[src/rtl/dsp_mac_pipe_pkg.sv]
// dsp_mac_pipe_pkg: OPMODE bit positions, X/Z select codes and B source names for the MAC slice.
package dsp_mac_pipe_pkg;
  localparam int OP_X = 0;
  localparam int OP_Z = 2;
  localparam int OP_PRE_SEL = 4;
  localparam int OP_CIN = 5;
  localparam int OP_PRE_SUB = 6;
  localparam int OP_POST_SUB = 7;
  localparam logic [1:0] X_ZERO = 2'd0;
  localparam logic [1:0] X_M = 2'd1;
  localparam logic [1:0] X_P = 2'd2;
  localparam logic [1:0] X_DAB = 2'd3;
  localparam logic [1:0] Z_ZERO = 2'd0;
  localparam logic [1:0] Z_PCIN = 2'd1;
  localparam logic [1:0] Z_P = 2'd2;
  localparam logic [1:0] Z_C = 2'd3;
  localparam string B_DIRECT = "DIRECT";
  localparam string B_CASCADE = "CASCADE";
endpackage

[src/rtl/dsp_mac_pipe_if.sv]
// dsp_mac_pipe_if: operand/result stream bundle of the MAC slice; master = producer/consumer, slave = slice.
interface dsp_mac_pipe_if #(
  parameter int AW = 18,
  parameter int BW = 18,
  parameter int CW = 48,
  parameter int PW = 48
);
  logic in_valid;
  logic in_ready;
  logic [AW-1:0] a;
  logic [BW-1:0] b;
  logic [BW-1:0] bcin;
  logic [BW-1:0] d;
  logic [CW-1:0] c;
  logic [PW-1:0] pcin;
  logic [7:0] opmode;
  logic carryin;
  logic acc_clr;
  logic out_valid;
  logic out_ready;
  logic [PW-1:0] p;
  logic [PW-1:0] pcout;
  logic [AW+BW-1:0] m;
  logic [BW-1:0] bcout;
  logic carryout;
  modport master (
    output in_valid, a, b, bcin, d, c, pcin, opmode, carryin, acc_clr, out_ready,
    input in_ready, out_valid, p, pcout, m, bcout, carryout
  );
  modport slave (
    input in_valid, a, b, bcin, d, c, pcin, opmode, carryin, acc_clr, out_ready,
    output in_ready, out_valid, p, pcout, m, bcout, carryout
  );
endinterface

[src/rtl/dsp_mac_pipe_reg.sv]
// dsp_pipe_reg: enabled register with asynchronous active-low clear, one per pipeline field.
module dsp_pipe_reg #(
  parameter int W = 1
) (
  input  logic         clk,
  input  logic         rst_n,
  input  logic         en,
  input  logic [W-1:0] d,
  output logic [W-1:0] q
);
  always_ff @(posedge clk or negedge rst_n)
    if (!rst_n) q <= '0;
    else if (en) q <= d;
endmodule

[src/rtl/dsp_mac_pipe.sv]
// dsp_mac_pipe: 4-stage pre-add/multiply/post-add MAC with valid/ready stall; DSP_MAC_SAT_EN enables unsigned P saturation.
module dsp_mac_pipe
  import dsp_mac_pipe_pkg::*;
#(
  parameter int    AW = 18,
  parameter int    BW = 18,
  parameter int    CW = 48,
  parameter int    PW = 48,
  parameter string B_INPUT = B_DIRECT
) (
  input logic clk,
  input logic rst_n,
  dsp_mac_pipe_if.slave bus
);
  localparam int MW = AW + BW;
  logic adv, v0, v1, v2, ov, cin, sub;
  logic [AW-1:0] a0, a1, a2;
  logic [BW-1:0] b0, b1, b2, d0, d1, d2, pre;
  logic [CW-1:0] c0, c1, c2;
  logic [9:0] k0;
  logic [7:0] op0, k1, k2;
  logic [MW-1:0] m;
  logic [PW-1:0] p, pfb, x, z, p_nxt;
  logic [PW-1:0] xv [4];
  logic [PW-1:0] zv [4];
  logic [PW:0] sum;
  logic co;
  // The whole pipe stalls as one unit, so a held result never gets overwritten.
  assign adv = !ov || bus.out_ready;
  assign bus.in_ready = adv;
  assign op0 = k0[9:2];
  dsp_pipe_reg #(1)  u_v0 (.clk, .rst_n, .en(adv), .d(bus.in_valid), .q(v0));
  dsp_pipe_reg #(AW) u_a0 (.clk, .rst_n, .en(adv), .d(bus.a), .q(a0));
  dsp_pipe_reg #(BW) u_b0 (.clk, .rst_n, .en(adv), .d(B_INPUT == B_CASCADE ? bus.bcin : bus.b), .q(b0));
  dsp_pipe_reg #(BW) u_d0 (.clk, .rst_n, .en(adv), .d(bus.d), .q(d0));
  dsp_pipe_reg #(CW) u_c0 (.clk, .rst_n, .en(adv), .d(bus.c), .q(c0));
  dsp_pipe_reg #(10) u_k0 (.clk, .rst_n, .en(adv), .d({bus.opmode, bus.carryin, bus.acc_clr}), .q(k0));
  assign pre = op0[OP_PRE_SUB] ? d0 - b0 : d0 + b0;
  dsp_pipe_reg #(1)  u_v1 (.clk, .rst_n, .en(adv), .d(v0), .q(v1));
  dsp_pipe_reg #(AW) u_a1 (.clk, .rst_n, .en(adv), .d(a0), .q(a1));
  dsp_pipe_reg #(BW) u_b1 (.clk, .rst_n, .en(adv), .d(op0[OP_PRE_SEL] ? pre : b0), .q(b1));
  dsp_pipe_reg #(BW) u_d1 (.clk, .rst_n, .en(adv), .d(d0), .q(d1));
  dsp_pipe_reg #(CW) u_c1 (.clk, .rst_n, .en(adv), .d(c0), .q(c1));
  // Only the fields still needed by the post-adder travel past stage 1.
  dsp_pipe_reg #(8)  u_k1 (.clk, .rst_n, .en(adv),
    .d({op0[OP_POST_SUB], op0[OP_CIN], op0[OP_Z+:2], op0[OP_X+:2], k0[1:0]}), .q(k1));
  dsp_pipe_reg #(1)  u_v2 (.clk, .rst_n, .en(adv), .d(v1), .q(v2));
  dsp_pipe_reg #(MW) u_m  (.clk, .rst_n, .en(adv), .d(MW'(a1) * MW'(b1)), .q(m));
  dsp_pipe_reg #(AW) u_a2 (.clk, .rst_n, .en(adv), .d(a1), .q(a2));
  dsp_pipe_reg #(BW) u_b2 (.clk, .rst_n, .en(adv), .d(b1), .q(b2));
  dsp_pipe_reg #(BW) u_d2 (.clk, .rst_n, .en(adv), .d(d1), .q(d2));
  dsp_pipe_reg #(CW) u_c2 (.clk, .rst_n, .en(adv), .d(c1), .q(c2));
  dsp_pipe_reg #(8)  u_k2 (.clk, .rst_n, .en(adv), .d(k1), .q(k2));
  always_comb begin
    pfb = k2[0] ? '0 : p;
    xv[X_ZERO] = '0;
    xv[X_M] = PW'(m);
    xv[X_P] = pfb;
    xv[X_DAB] = PW'({d2, a2, b2});
    zv[Z_ZERO] = '0;
    zv[Z_PCIN] = bus.pcin;
    zv[Z_P] = pfb;
    zv[Z_C] = PW'(c2);
    x = xv[k2[3:2]];
    z = zv[k2[5:4]];
    cin = k2[6] | k2[1];
    sub = k2[7];
    sum = sub ? {1'b0, z} - ({1'b0, x} + (PW+1)'(cin)) : {1'b0, z} + {1'b0, x} + (PW+1)'(cin);
`ifdef DSP_MAC_SAT_EN
    p_nxt = sum[PW] ? (sub ? '0 : '1) : sum[PW-1:0];
`else
    p_nxt = sum[PW-1:0];
`endif
  end
  // P only moves on a valid beat, so bubbles leave the accumulator intact.
  dsp_pipe_reg #(PW+1) u_p  (.clk, .rst_n, .en(adv && v2), .d({sum[PW], p_nxt}), .q({co, p}));
  dsp_pipe_reg #(1)    u_ov (.clk, .rst_n, .en(adv), .d(v2), .q(ov));
  assign bus.out_valid = ov;
  assign bus.p = p;
  assign bus.pcout = p;
  assign bus.carryout = co;
  assign bus.m = m;
  assign bus.bcout = b1;
endmodule
[src/flat_wrapper.sv]
// flat-port wrapper written by rule: the top's interface ports become plain ports
module dsp_mac_pipe_flat import dsp_mac_pipe_pkg::*;
#(
  parameter int    AW = 18,
  parameter int    BW = 18,
  parameter int    CW = 48,
  parameter int    PW = 48,
  parameter string B_INPUT = B_DIRECT
)
  (clk, rst_n, bus_in_valid, bus_a, bus_b, bus_bcin, bus_d, bus_c, bus_pcin, bus_opmode, bus_carryin, bus_acc_clr, bus_out_ready, bus_in_ready, bus_out_valid, bus_p, bus_pcout, bus_m, bus_bcout, bus_carryout);
  dsp_mac_pipe_if #(.AW(AW), .BW(BW), .CW(CW), .PW(PW)) bus_i ();
  input logic clk;
  input logic rst_n;
  input wire logic [$bits(bus_i.in_valid)-1:0] bus_in_valid;
  input wire logic [$bits(bus_i.a)-1:0] bus_a;
  input wire logic [$bits(bus_i.b)-1:0] bus_b;
  input wire logic [$bits(bus_i.bcin)-1:0] bus_bcin;
  input wire logic [$bits(bus_i.d)-1:0] bus_d;
  input wire logic [$bits(bus_i.c)-1:0] bus_c;
  input wire logic [$bits(bus_i.pcin)-1:0] bus_pcin;
  input wire logic [$bits(bus_i.opmode)-1:0] bus_opmode;
  input wire logic [$bits(bus_i.carryin)-1:0] bus_carryin;
  input wire logic [$bits(bus_i.acc_clr)-1:0] bus_acc_clr;
  input wire logic [$bits(bus_i.out_ready)-1:0] bus_out_ready;
  output wire logic [$bits(bus_i.in_ready)-1:0] bus_in_ready;
  output wire logic [$bits(bus_i.out_valid)-1:0] bus_out_valid;
  output wire logic [$bits(bus_i.p)-1:0] bus_p;
  output wire logic [$bits(bus_i.pcout)-1:0] bus_pcout;
  output wire logic [$bits(bus_i.m)-1:0] bus_m;
  output wire logic [$bits(bus_i.bcout)-1:0] bus_bcout;
  output wire logic [$bits(bus_i.carryout)-1:0] bus_carryout;
  assign bus_i.in_valid = bus_in_valid;
  assign bus_i.a = bus_a;
  assign bus_i.b = bus_b;
  assign bus_i.bcin = bus_bcin;
  assign bus_i.d = bus_d;
  assign bus_i.c = bus_c;
  assign bus_i.pcin = bus_pcin;
  assign bus_i.opmode = bus_opmode;
  assign bus_i.carryin = bus_carryin;
  assign bus_i.acc_clr = bus_acc_clr;
  assign bus_i.out_ready = bus_out_ready;
  assign bus_in_ready = bus_i.in_ready;
  assign bus_out_valid = bus_i.out_valid;
  assign bus_p = bus_i.p;
  assign bus_pcout = bus_i.pcout;
  assign bus_m = bus_i.m;
  assign bus_bcout = bus_i.bcout;
  assign bus_carryout = bus_i.carryout;
  dsp_mac_pipe #(.AW(AW), .BW(BW), .CW(CW), .PW(PW), .B_INPUT(B_INPUT)) u_core (.clk(clk), .rst_n(rst_n), .bus(bus_i));
endmodule
[config.mk]
export PLATFORM = sky130hd
export DESIGN_NAME = dsp_mac_pipe_flat
export DESIGN_NICKNAME = d
export VERILOG_FILES = /design/src/rtl/dsp_mac_pipe_pkg.sv /design/src/rtl/dsp_mac_pipe_if.sv /design/src/rtl/dsp_mac_pipe_reg.sv /design/src/rtl/dsp_mac_pipe.sv /design/src/flat_wrapper.sv
export SDC_FILE = /design/constraint.sdc
export NUM_CORES = 2
export LEC_CHECK = 0
export CAP_MARGIN = 20
export CORE_MARGIN = 2
export CORE_UTILIZATION = 55
export DETAILED_ROUTE_END_ITERATION = 7
export GPL_TIMING_DRIVEN = 0
export PLACE_DENSITY = 0.75
export SLEW_MARGIN = 0
export SYNTH_ARGS = -nofsm -noshare
export SYNTH_HDL_FRONTEND = slang
export SYNTH_SLANG_ARGS = --single-unit
export TNS_END_PERCENT = 10
[constraint.sdc]
create_clock -name clk -period 14 [get_ports clk]
set_input_delay 2.8 -clock clk [delete_from_list [all_inputs] [get_ports clk]]
set_output_delay 2.8 -clock clk [all_outputs]
set_load 0.005 [all_outputs]
# == Yosys cells after proc, flatten, opt, wreduce, memory -nomap -nowiden ==
# Cells that the tools add are included.
# totals
ff_bits,409
wordCells,46
# classes
reduce_logical,3
muxes,10
multipliers,1
n_lt_le_gt_ge,2
addsub,6
bitwise_logic,3
# ops
op,count
$mux 48,5
$bmux 48 s2,2
$add 48x1->49,1
$add 48x48->49,1
$add 49x1->49,1
$mux 49,1
$sub 48x49->49,1
$mul 18x18->36,1
$mux 18,2
$add 18x18->18,1
$sub 18x18->18,1
$ge 3x3->1 const B,2
$not 2->3,2
$logic_and 1x1->1,1
$logic_not 1->1,1
$logic_or 1x1->1,1
$or 1x1->1,1

# == Longest topological paths before layout ==
# depth
ltp_word,7
ltp_mapped,26
ltp_nobuf,25

# == Hierarchy ==
# Synthesis repeated with hierarchy kept, for this count alone.
# hier_totals
cells_unflattened,3656
area_unflattened_um2,37682.4
# modules_own_cells
mod,seq_area_each_um2,area_each_um2,instances,cells_per_inst
dsp_mac_pipe,0.0,21013.9,1,2769
dsp_pipe_reg (u_core.u_a0 ...),450.4,721.9,9,38
dsp_pipe_reg (u_core.u_c0 ...),1201.2,1860.5,3,101
dsp_pipe_reg (u_core.u_p),1226.2,1864.3,1,103
dsp_pipe_reg (u_core.u_m),900.9,1490.2,1,76
dsp_pipe_reg (u_core.u_k1 ...),200.2,331.6,2,17
dsp_pipe_reg (u_core.u_k0),250.2,411.6,1,21
dsp_pipe_reg (u_core.u_ov ...),25.0,40.0,4,2

# == Worst setup path before layout ==
# No wires, ideal clock.
# synth_path
kind,input-to-output
start,input port bus_out_ready
end,output port bus_in_ready
required_time_ns,11.200
cell_stages,5
t_arrival_ns,3.773
n_path_buf,3
setup_slack_ns,7.427
cell_sequence,nor2b_1 -> inv_1 -> clkbuf_1 -> clkbuf_1 -> clkbuf_1
# synth_between
elab_chain_len,1
# synth_lines
element,line,rtl
start: declaration,flat_wrapper.sv:24,input wire logic [$bits(bus_i.out_ready)-1:0] bus_out_ready;
$logic_or 1x1->1,dsp_mac_pipe.sv:29,assign adv = !ov || bus.out_ready;
end: declaration,flat_wrapper.sv:25,output wire logic [$bits(bus_i.in_ready)-1:0] bus_in_ready;
# No other way between the ends.

# == Worst setup path after layout ==
# Same ends and word-level chain as after synthesis.

==> metrics <==
outcome completed; Slew headroom 0.204; syn_nets 4973; Die Wd 258 um; Die ar. 0.0664 mm2; drt drc 0; hold_buf cts 0; Fillers 5523; critical path launch point bus_out_ready; Syn. warnings 0; fmax 115 MHz; vias per cell 5.67; initial drt markers 2968; number of routed nets with antenna violations 0; Syn-to-layout area delta 16.7%; Cell Area, Placed 0.0397 mm2; total wire length 120000 um; n_diodes 0; Setup violations, final 0; H-tree levels 2; largest stage delay on the critical path 0.63 ns; most frequent CP cell clkbuf_1; Critical R2R Capture u_core.u_m.q[33]; post-detail-place hpwl 95900 um; Worst-Skew Late Latency 0.62 ns; CP endpoint bus_in_ready; count leader, synth nand2_1; most frequent cells after synthesis 1253 x nand2_1, 462 x inv_1, 409 x dfrtp_1, 267 x ha_1, 261 x fa_1; largest net degree at the start of global routing 122; Crit path arrival time 5.91 ns; core box area 0.0633 mm2; library cells used by synthesis 80; Final #Nets 5341; Cell Chain, Critical Path clkdlybuf4s50_1 -> nor2b_1 -> inv_1 -> clkbuf_1 -> clkbuf_1 -> clkbuf_1 -> clkdlybuf4s50_1; Slew @ Worst Pin 1.19 ns; Tcrit/Tclk final 0.622; CTS Root Cell clkbuf_16; CTS max path bufs 3; register area share after synthesis 0.289; num ports 335; startpoint types input pin; critical path peak fanout 10; Yosys top cell by area dfrtp_1; initial antenna violation count 1; Mapped Cells 4263; gr usage total 0.363; vias in the first global route 30.7k; Yosys reg bits 409; Critical R2R Launch u_core.u_b1.q[17]; Worst R2R Path Depth 24; Initial Util 0.559; worst reg-to-reg setup slack 6.79 ns; first-pass GRT wire length 182000 um; Post-synth ARST share 1.00; port bufs 316; CTS clk-pin slew, worst paths 0.07 ns; Min-Delay Path Class flop to flop; critical path class input pin to primary output; Design Area, Final 0.0413 mm2; TritonCTS clock tree done; largest cells by area after synthesis dfrtp_1 29%, fa_1 15%, nand2_1 13%; WHS Path Cells 2; worst path required time 11.20 ns; Synth top area share 0.289; synthesized area 0.0354 mm2; Chip Height 258 um; Max-Cap Viols 0; post-CTS sizing 0; First-pass DRT Iterations 6; Post-CTS Repair Setup Buffers 0; Avg Cell Area, Syn 8.30 um2; RSZ-0062 raised after global routing false; Top FF cell, synth dfrtp_1; share of cells above drive strength 1 0.0514; Sink Count 409; slowest CP cell clkdlybuf4s50_1; Num CTS Buffers 46; routed len/inst 21.8 um; gp weighted congestion 0.989; Setup crit end kind primary output; Row Count 92; vias 31.3k; Clock Skew 0.0294 ns; setup tns final 0 ns; Max Slew Vio Count 0; Hold Vio Cnt, Final 0; remaining global-route overflow 0; Final min period 8.71 ns; Post-synth EDFFs 0
==> cells in the final DEF (no fill, tap or decap), drive strengths merged, types with 6 or more instances in the layout <==
| cell type | n |
|---|---|
| a211oi | 14 |
| a21boi | 8 |
| a21o | 48 |
| a21oi | 187 |
| a22o | 46 |
| a22oi | 53 |
| a31oi | 14 |
| and2 | 146 |
| and3 | 8 |
| buf | 71 |
| clkbuf | 267 |
| clkdlybuf4s50 | 315 |
| clkinv | 11 |
| dfrtp | 409 |
| fa | 261 |
| ha | 267 |
| inv | 464 |
| mux2 | 83 |
| mux2i | 18 |
| nand2 | 1253 |
| nand2b | 17 |
| nand3 | 26 |
| nand4 | 14 |
| nor2 | 159 |
| nor2b | 26 |
| nor3 | 17 |
| nor4 | 11 |
| o211ai | 10 |
| o21a | 15 |
| o21ai | 153 |
| o21bai | 26 |
| o31a | 6 |
| o31ai | 23 |
| or2 | 7 |
| or3 | 7 |
| xnor2 | 95 |
| xor2 | 44 |
==> worst min path at each step <==
| stage | from | slack (ns) | end |
|---|---|---|---|
| 2_1_floorplan | u_core.u_k2.q[6] | 0.43 | u_core.u_k2.q[6] |
| 5_1_grt | u_core.u_a2.q[3] | 0.48 | u_core.u_a2.q[3] |
| 6_report | u_core.u_a0.q[11] | 0.46 | u_core.u_a1.q[11] |
| 3_3_place_gp | u_core.u_c2.q[34] | 0.44 | u_core.u_c2.q[34] |
| 3_5_place_dp | u_core.u_a2.q[3] | 0.45 | u_core.u_a2.q[3] |
| 4_1_cts | u_core.u_c2.q[41] | 0.46 | u_core.u_c2.q[41] |
==> cell families (layout without fill, tap and decap cells) <==
group | Yosys count | in the layout | share of synthesized area
muxes | 101 | 101 | 0.0316
buffers and inverters | 733 | 1136 | 0.0829
DFF | 409 | 409 | 0.289
xor gates and xnor gates | 139 | 139 | 0.0344
adders and majority gates | 528 | 528 | 0.242
and+or+nand+nor | 1710 | 1710 | 0.203
AOI/OAI and AO/OA | 643 | 643 | 0.117
==> layout make-up <==
type	count	area [um2]	share of cell area
Sequential cell	409	10200	0.248
Inverter	463	1740	0.0421
Buffer	270	1200	0.0290
Clock buffer	63	1310	0.0316
Timing Repair Buffer	320	3280	0.0794
Clock inverter	20	256	0.00621
Multi-Input combinational cell	3121	22200	0.538
Tap cell	846	1060	0.0256
==> stage by stage <==
step           hold WS, ns  setup WS [ns]  utilization  instances
6_report             0.463           5.29        0.652       5512
5_1_grt              0.480           5.22        0.652       5512
4_1_cts              0.463           5.37        0.652       5512
3_5_place_dp         0.450           5.38        0.627       5429
3_3_place_gp         0.443          -8.06        0.626       5425
2_1_floorplan        0.430           7.43            -       4263
==> sequential cells by signal (all words and copies together), names as in the netlist, 12 cells and up <==
name           flops
u_core.u_b1.q     18
u_core.u_d0.q     18
u_core.u_a2.q     18
u_core.u_p.q      49
u_core.u_a0.q     18
u_core.u_c1.q     48
u_core.u_a1.q     18
u_core.u_m.q      36
u_core.u_d2.q     12
u_core.u_d1.q     12
u_core.u_b0.q     18
u_core.u_c2.q     48
u_core.u_b2.q     18
u_core.u_c0.q     48
==> routing by layer <==
| layer | wire, um | vias up | share of wire | global-route usage |
|---|---|---|---|---|
| li1 | - | 14283 | - | - |
| met1 | 51200 | 15173 | 0.43 | 0.514 |
| met2 | 51400 | 1521 | 0.43 | 0.541 |
| met3 | 12200 | 279 | 0.10 | 0.0805 |
| met4 | 5500 | 0 | 0.046 | 0.149 |
| met5 | 0 | - | 0 | 0 |
==> critical path: cells and delay by family <==
kind	cells	cell delay (ns)
buffers and inverters	6	2.98
AND/OR/NAND/NOR	1	0.11
Power is not shown: default switching activity piles up to over one toggle a cycle in this logic, so the estimate is an artifact.
